File: config.mk
export PLATFORM = sky130hd
export DESIGN_NAME = operand_fetch
export DESIGN_NICKNAME = d
export VERILOG_FILES = /design/src/rtl/operand_fetch.sv
export SDC_FILE = /design/constraint.sdc
export NUM_CORES = 1
export LEC_CHECK = 0
export CORE_ASPECT_RATIO = 1.2
export CORE_UTILIZATION = 45
export DETAILED_ROUTE_END_ITERATION = 12
export PLACE_DENSITY = 0.75
export SETUP_SLACK_MARGIN = 0.1
export SLEW_MARGIN = 20
export SYNTH_ARGS = -nofsm -noshare
export SYNTH_HDL_FRONTEND = slang
export SYNTH_SLANG_ARGS = --single-unit
File: constraint.sdc
create_clock -name clk -period 5.6 [get_ports clk]
set_clock_uncertainty 0.05 [all_clocks]
set_input_delay 1.12 -clock clk [delete_from_list [all_inputs] [get_ports clk]]
set_output_delay 1.12 -clock clk [all_outputs]
set_load 0.05 [all_outputs]
File: src/rtl/operand_fetch.sv
`default_nettype none
// ============================================================================
// Module   : operand_fetch
// Purpose  : Upstream feeder for the datapath shifter. Owns an NREGS x DATA_W
//            register file with one write port and one combinational read
//            port. Each accepted request reads operand A (rn) and operand B
//            (rm) on consecutive cycles, then presents A, B and the 2-bit
//            shift code on a valid/ready handshake.
// Ports    : clk, reset_n            - clock, async active-low reset
//            wr_en/wr_num/wr_data    - register-file write port
//            req_valid/req_ready     - request handshake (rn, rm, shift_in)
//            out_valid/out_ready     - operand handshake (a_out, b_out,
//                                      shift_out)
// Revision : 1.0 - initial release
// ============================================================================
module operand_fetch #(
    parameter int DATA_W = 16,
    parameter int NREGS  = 8
) (
    input  logic              clk,
    input  logic              reset_n,
    input  logic              wr_en,
    input  logic [2:0]        wr_num,
    input  logic [DATA_W-1:0] wr_data,
    input  logic              req_valid,
    output logic              req_ready,
    input  logic [2:0]        rn,
    input  logic [2:0]        rm,
    input  logic [1:0]        shift_in,
    output logic              out_valid,
    input  logic              out_ready,
    output logic [DATA_W-1:0] a_out,
    output logic [DATA_W-1:0] b_out,
    output logic [1:0]        shift_out
);

    localparam logic [1:0] c_IDLE   = 2'd0;
    localparam logic [1:0] c_READ_A = 2'd1;
    localparam logic [1:0] c_READ_B = 2'd2;
    localparam logic [1:0] c_HOLD   = 2'd3;

    logic [1:0]        r_state;
    logic [1:0]        w_next_state;

    logic [DATA_W-1:0] r_regs [NREGS];

    // Request fields captured at acceptance; later changes on rn/rm/shift_in
    // are deliberately ignored.
    logic [2:0]        r_rn;
    logic [2:0]        r_rm;
    logic [1:0]        r_shift_hold;

    logic [DATA_W-1:0] r_a;
    logic [DATA_W-1:0] r_b;
    logic [1:0]        r_shift;
    logic              r_out_valid;
    logic              r_req_ready;

    logic              w_accept;
    logic              w_latch_a;
    logic              w_latch_b;
    logic [2:0]        w_rd_addr;
    logic [DATA_W-1:0] w_rd_data;

    // ------------------------------------------------------------------
    // FSM: state register
    // ------------------------------------------------------------------
    always_ff @(posedge clk or negedge reset_n) begin
        if (!reset_n) begin
            r_state <= c_IDLE;
        end else begin
            r_state <= w_next_state;
        end
    end

    // ------------------------------------------------------------------
    // FSM: next-state logic
    // ------------------------------------------------------------------
    always_comb begin
        w_next_state = r_state;
        case (r_state)
            c_IDLE:   if (req_valid) w_next_state = c_READ_A;
            c_READ_A: w_next_state = c_READ_B;
            c_READ_B: w_next_state = c_HOLD;
            c_HOLD:   if (out_ready) w_next_state = c_IDLE;
            default:  w_next_state = c_IDLE;
        endcase
    end

    // ------------------------------------------------------------------
    // FSM: output decode (datapath controls)
    // ------------------------------------------------------------------
    always_comb begin
        w_accept  = 1'b0;
        w_latch_a = 1'b0;
        w_latch_b = 1'b0;
        w_rd_addr = r_rn;
        case (r_state)
            c_IDLE:   w_accept  = req_valid;
            c_READ_A: w_latch_a = 1'b1;
            c_READ_B: begin
                w_latch_b = 1'b1;
                w_rd_addr = r_rm;
            end
            default: ;
        endcase
    end

    // Single read port with write bypass: a same-cycle write to the address
    // being read is forwarded so the operand sees the new value.
    always_comb begin
        w_rd_data = r_regs[w_rd_addr];
        if (wr_en && (wr_num == w_rd_addr)) begin
            w_rd_data = wr_data;
        end
    end

    // ------------------------------------------------------------------
    // Register file: writes are independent of the FSM state
    // ------------------------------------------------------------------
    always_ff @(posedge clk or negedge reset_n) begin
        if (!reset_n) begin
            for (int i = 0; i < NREGS; i++) begin
                r_regs[i] <= '0;
            end
        end else if (wr_en) begin
            r_regs[wr_num] <= wr_data;
        end
    end

    // ------------------------------------------------------------------
    // Request capture, operand latches and registered handshake flags
    // ------------------------------------------------------------------
    always_ff @(posedge clk or negedge reset_n) begin
        if (!reset_n) begin
            r_rn         <= '0;
            r_rm         <= '0;
            r_shift_hold <= '0;
            r_a          <= '0;
            r_b          <= '0;
            r_shift      <= '0;
            r_out_valid  <= 1'b0;
            r_req_ready  <= 1'b1;
        end else begin
            if (w_accept) begin
                r_rn         <= rn;
                r_rm         <= rm;
                r_shift_hold <= shift_in;
            end
            if (w_latch_a) begin
                r_a <= w_rd_data;
            end
            if (w_latch_b) begin
                r_b     <= w_rd_data;
                r_shift <= r_shift_hold;
            end
            // Flags are registered from the next state so they track the
            // FSM exactly while staying glitch-free flop outputs.
            r_out_valid <= (w_next_state == c_HOLD);
            r_req_ready <= (w_next_state == c_IDLE);
        end
    end

    assign req_ready = r_req_ready;
    assign out_valid = r_out_valid;
    assign a_out     = r_a;
    assign b_out     = r_b;
    assign shift_out = r_shift;

endmodule
`default_nettype wire

==> flow_summary.toml <==
[logic_synthesis]
yosys_register_bits = 174
syn_area_mm2 = 0.00943
synthTopCellsByArea = "dfrtp_1 (46%), mux2i_1 (17%), mux2_1 (13%)"
synthMostInstantiatedCell = "dfrtp_1"
dominantRegCellSynth = "dfrtp_1"
synth_edf_count = 0
yosys.area.top_type = "dfrtp_1"
avgSynthCellArea_um2 = 12.0
ys_warn_count = 0
synth.top_cell.area_share_pct = 45.9
netlist-cell-type-count = 42
synth_cells = 789
yosysSeqAreaShare_pct = 46.2
mappedNetlistNets = 821
synth_async_sr_flop_share_pct = 100
synth_common_cells = "dfrtp_1 (173), mux2i_1 (160), mux2_1 (106)"

[cts]
clkSinkCount = 174
clk_pin_slew_ps = 70
cts_buffer_depth = 2
cts-htree-levels = 4
cts.root.buffer_cell = "clkbuf_16"
cts-buffers-inserted = 17
tritoncts = "done"
cts.repair_timing.setup_buffer_count = 0
worst_skew_pair.late_latency_ps = 430
postCtsResizedCells = 0
cts.hold.buffers_added = 0

[route]
via_count = 6608
drt-pass1-iter-count = 4
route.detailed.wl_per_inst_um = 21.6
drt-total-wl_um = 23600
via_per_inst = 6.05
drc = 0
initialDrtViolationCount = 454
final_antenna_net_count = 0

[floorplan]
fp.dieArea_mm2 = 0.0215
chipWidth_um = 134
die_y_um = 161
top_level_port_count = 68
core_area_mm2 = 0.0204
floorplan.initialDensity_pct = 46.3
row_count = 57

[global_route]
antenna_violations_before_repair = 1
grt-ovfl-total = 0
grt_max_degree = 71
grt_use_total_pct = 23.2
grt_pass1_wl_um = 38300
first_global_vias = 6840

[critical_path]
timing.critical_path.fanout_max = 41
required_ps = 5910
crit-reg2reg-capture = "b_out[1]$_DFFE_PN0P_"
arrival_ps = 3620
worst-r2r-cell-count = 5
path_class = "register to register"
endpoint_kind = "register"
reg2reg_slack_ps = 2290
r2r_start = "r_state[0]$_DFF_PN0_"
critPathLaunchType = "register"

[run]
number_of_maximum_capacitance_violations = 0

[placed_design]
globalplace.congestion = 0.763
detailedPlacementHpwl_um = 14100
portBuffers = 67
placement.cell_area_mm2 = 0.0101

[sta]
grt_setup_unrepaired = "false"
hold_ws_ps = 430
max_slew_margin_pct = 28.1
period_share_pct = 59.1
tightestPinTransition_ps = 1070
fin_crit_ps = 3310
timing.final.max_slew_violations = 0
finalSetupViolations = 0
maxClockFrequency_mhz = 302
timing_hold_violations_final = 0
fin_tns_setup_ps = 0

[final_layout]
final_util_pct = 52.8
flow.area_growth_from_synthesis_pct = 14.2
layout.cell_area.non_filler_mm2 = 0.0108
total_nets_final = 847
final_layout_size_suffix_gt1_share_pct = 11.4

[pwr]
p_leak_nw = 4.60
power_density_mw_per_mm2 = 593
vdd_ir_drop_max_v = 0.000709

[hold_path]
whs_endpoint = "shift_out[0]$_DFFE_PN0P_"
min_path_cells = 2
worst_hold_startpoint = "r_shift_hold[0]$_DFFE_PN0P_"
timing.hold.worst.class = "register to register"

[outcome]
status = "finished clean"
[layer usage]
metal / routed length [µm] / track usage (%)
met1: 10700 / 31.2
met2: 11500 / 38.0
met3: 918 / 3.79
met4: 440 / 7.61
met5: 0 / 0
[area by class of cell]
cell class              instances  area [µm²]
flip-flops and latches        174        4360
well taps                     265         332
inverters                       2        7.51
diodes                          1        2.50
clock buffers                  21         460
clock inverters                10         163
fillers                      1800        9620
repair buffers                 83         792
multi-input cells             537        4650
[power breakdown]
part	internal, mW	switching [mW]	leakage (nW)
logic	1.31	1.79	2.23
clock network	0.768	0.491	0.299
registers	1.64	0.394	2.08
[cells in the final DEF, fill, tap and decap left out, types with 4 or more instances in the layout]
master,count
a221o_1,16
a31oi_1,16
buf_4,16
bufinv_16,4
clkbuf_16,17
clkdlybuf4s50_1,66
dfrtp_1,171
mux2_1,106
mux2_2,28
mux2i_1,160
nand2_1,25
nor2_1,82
nor4_1,16
o32ai_1,32
or3_1,16
xnor2_1,4
[metrics by stage]
stage                     worst slack (ps)  power, mW  instances
after floorplan                       2890       4.33        789
after global placement                2050       5.06       1061
after detailed placement              2000       5.13       1061
after CTS                             2340       6.40       1092
after global routing                  2210       6.73       1093
final                                 2290       6.39       1093
[state kept, by name, indices dropped and copies added (netlist names)]
name and flops:
shift_out 2, out_valid 1, r_state 2, r_rn 3, b_out 16, req_ready 1, a_out 16, r_rm 3
r_regs 128, r_shift_hold 2
[critical path: stages, from the launching register on]
cell	delay, ps
dfrtp_1	530
nand2b_2	750
a211o_1	550
a21oi_4	660
and2_4	470
a221o_1	200
[cell families (layout without fill, tap and decap cells)]
kind of cell,after synthesis,in the layout,share of synthesized area [%]
mux,294,294,33.0
flops,174,174,46.2
simple gates,163,163,8.57
buf+inv,78,116,4.63
compound gates,76,76,7.29
xor+xnor,4,4,0.371
other cells,0,1,0
[worst max-delay path by stage]
| stage | start | to | slack [ps] | depth (start not counted) |
|---|---|---|---|---|
| global placement | wr_num[1] | r_regs[27]$_DFFE_PN0P_ | 2050 | 3 |
| finish | r_state[0]$_DFF_PN0_ | b_out[1]$_DFFE_PN0P_ | 2290 | 5 |
| global route | r_state[0]$_DFF_PN0_ | b_out[11]$_DFFE_PN0P_ | 2210 | 5 |
| detailed placement | wr_num[1] | r_regs[28]$_DFFE_PN0P_ | 2000 | 3 |
| CTS | r_state[0]$_DFF_PN0_ | b_out[1]$_DFFE_PN0P_ | 2340 | 5 |
| floorplan | wr_num[2] | r_regs[85]$_DFFE_PN0P_ | 2890 | 5 |
(Power assumes the default switching activity.)
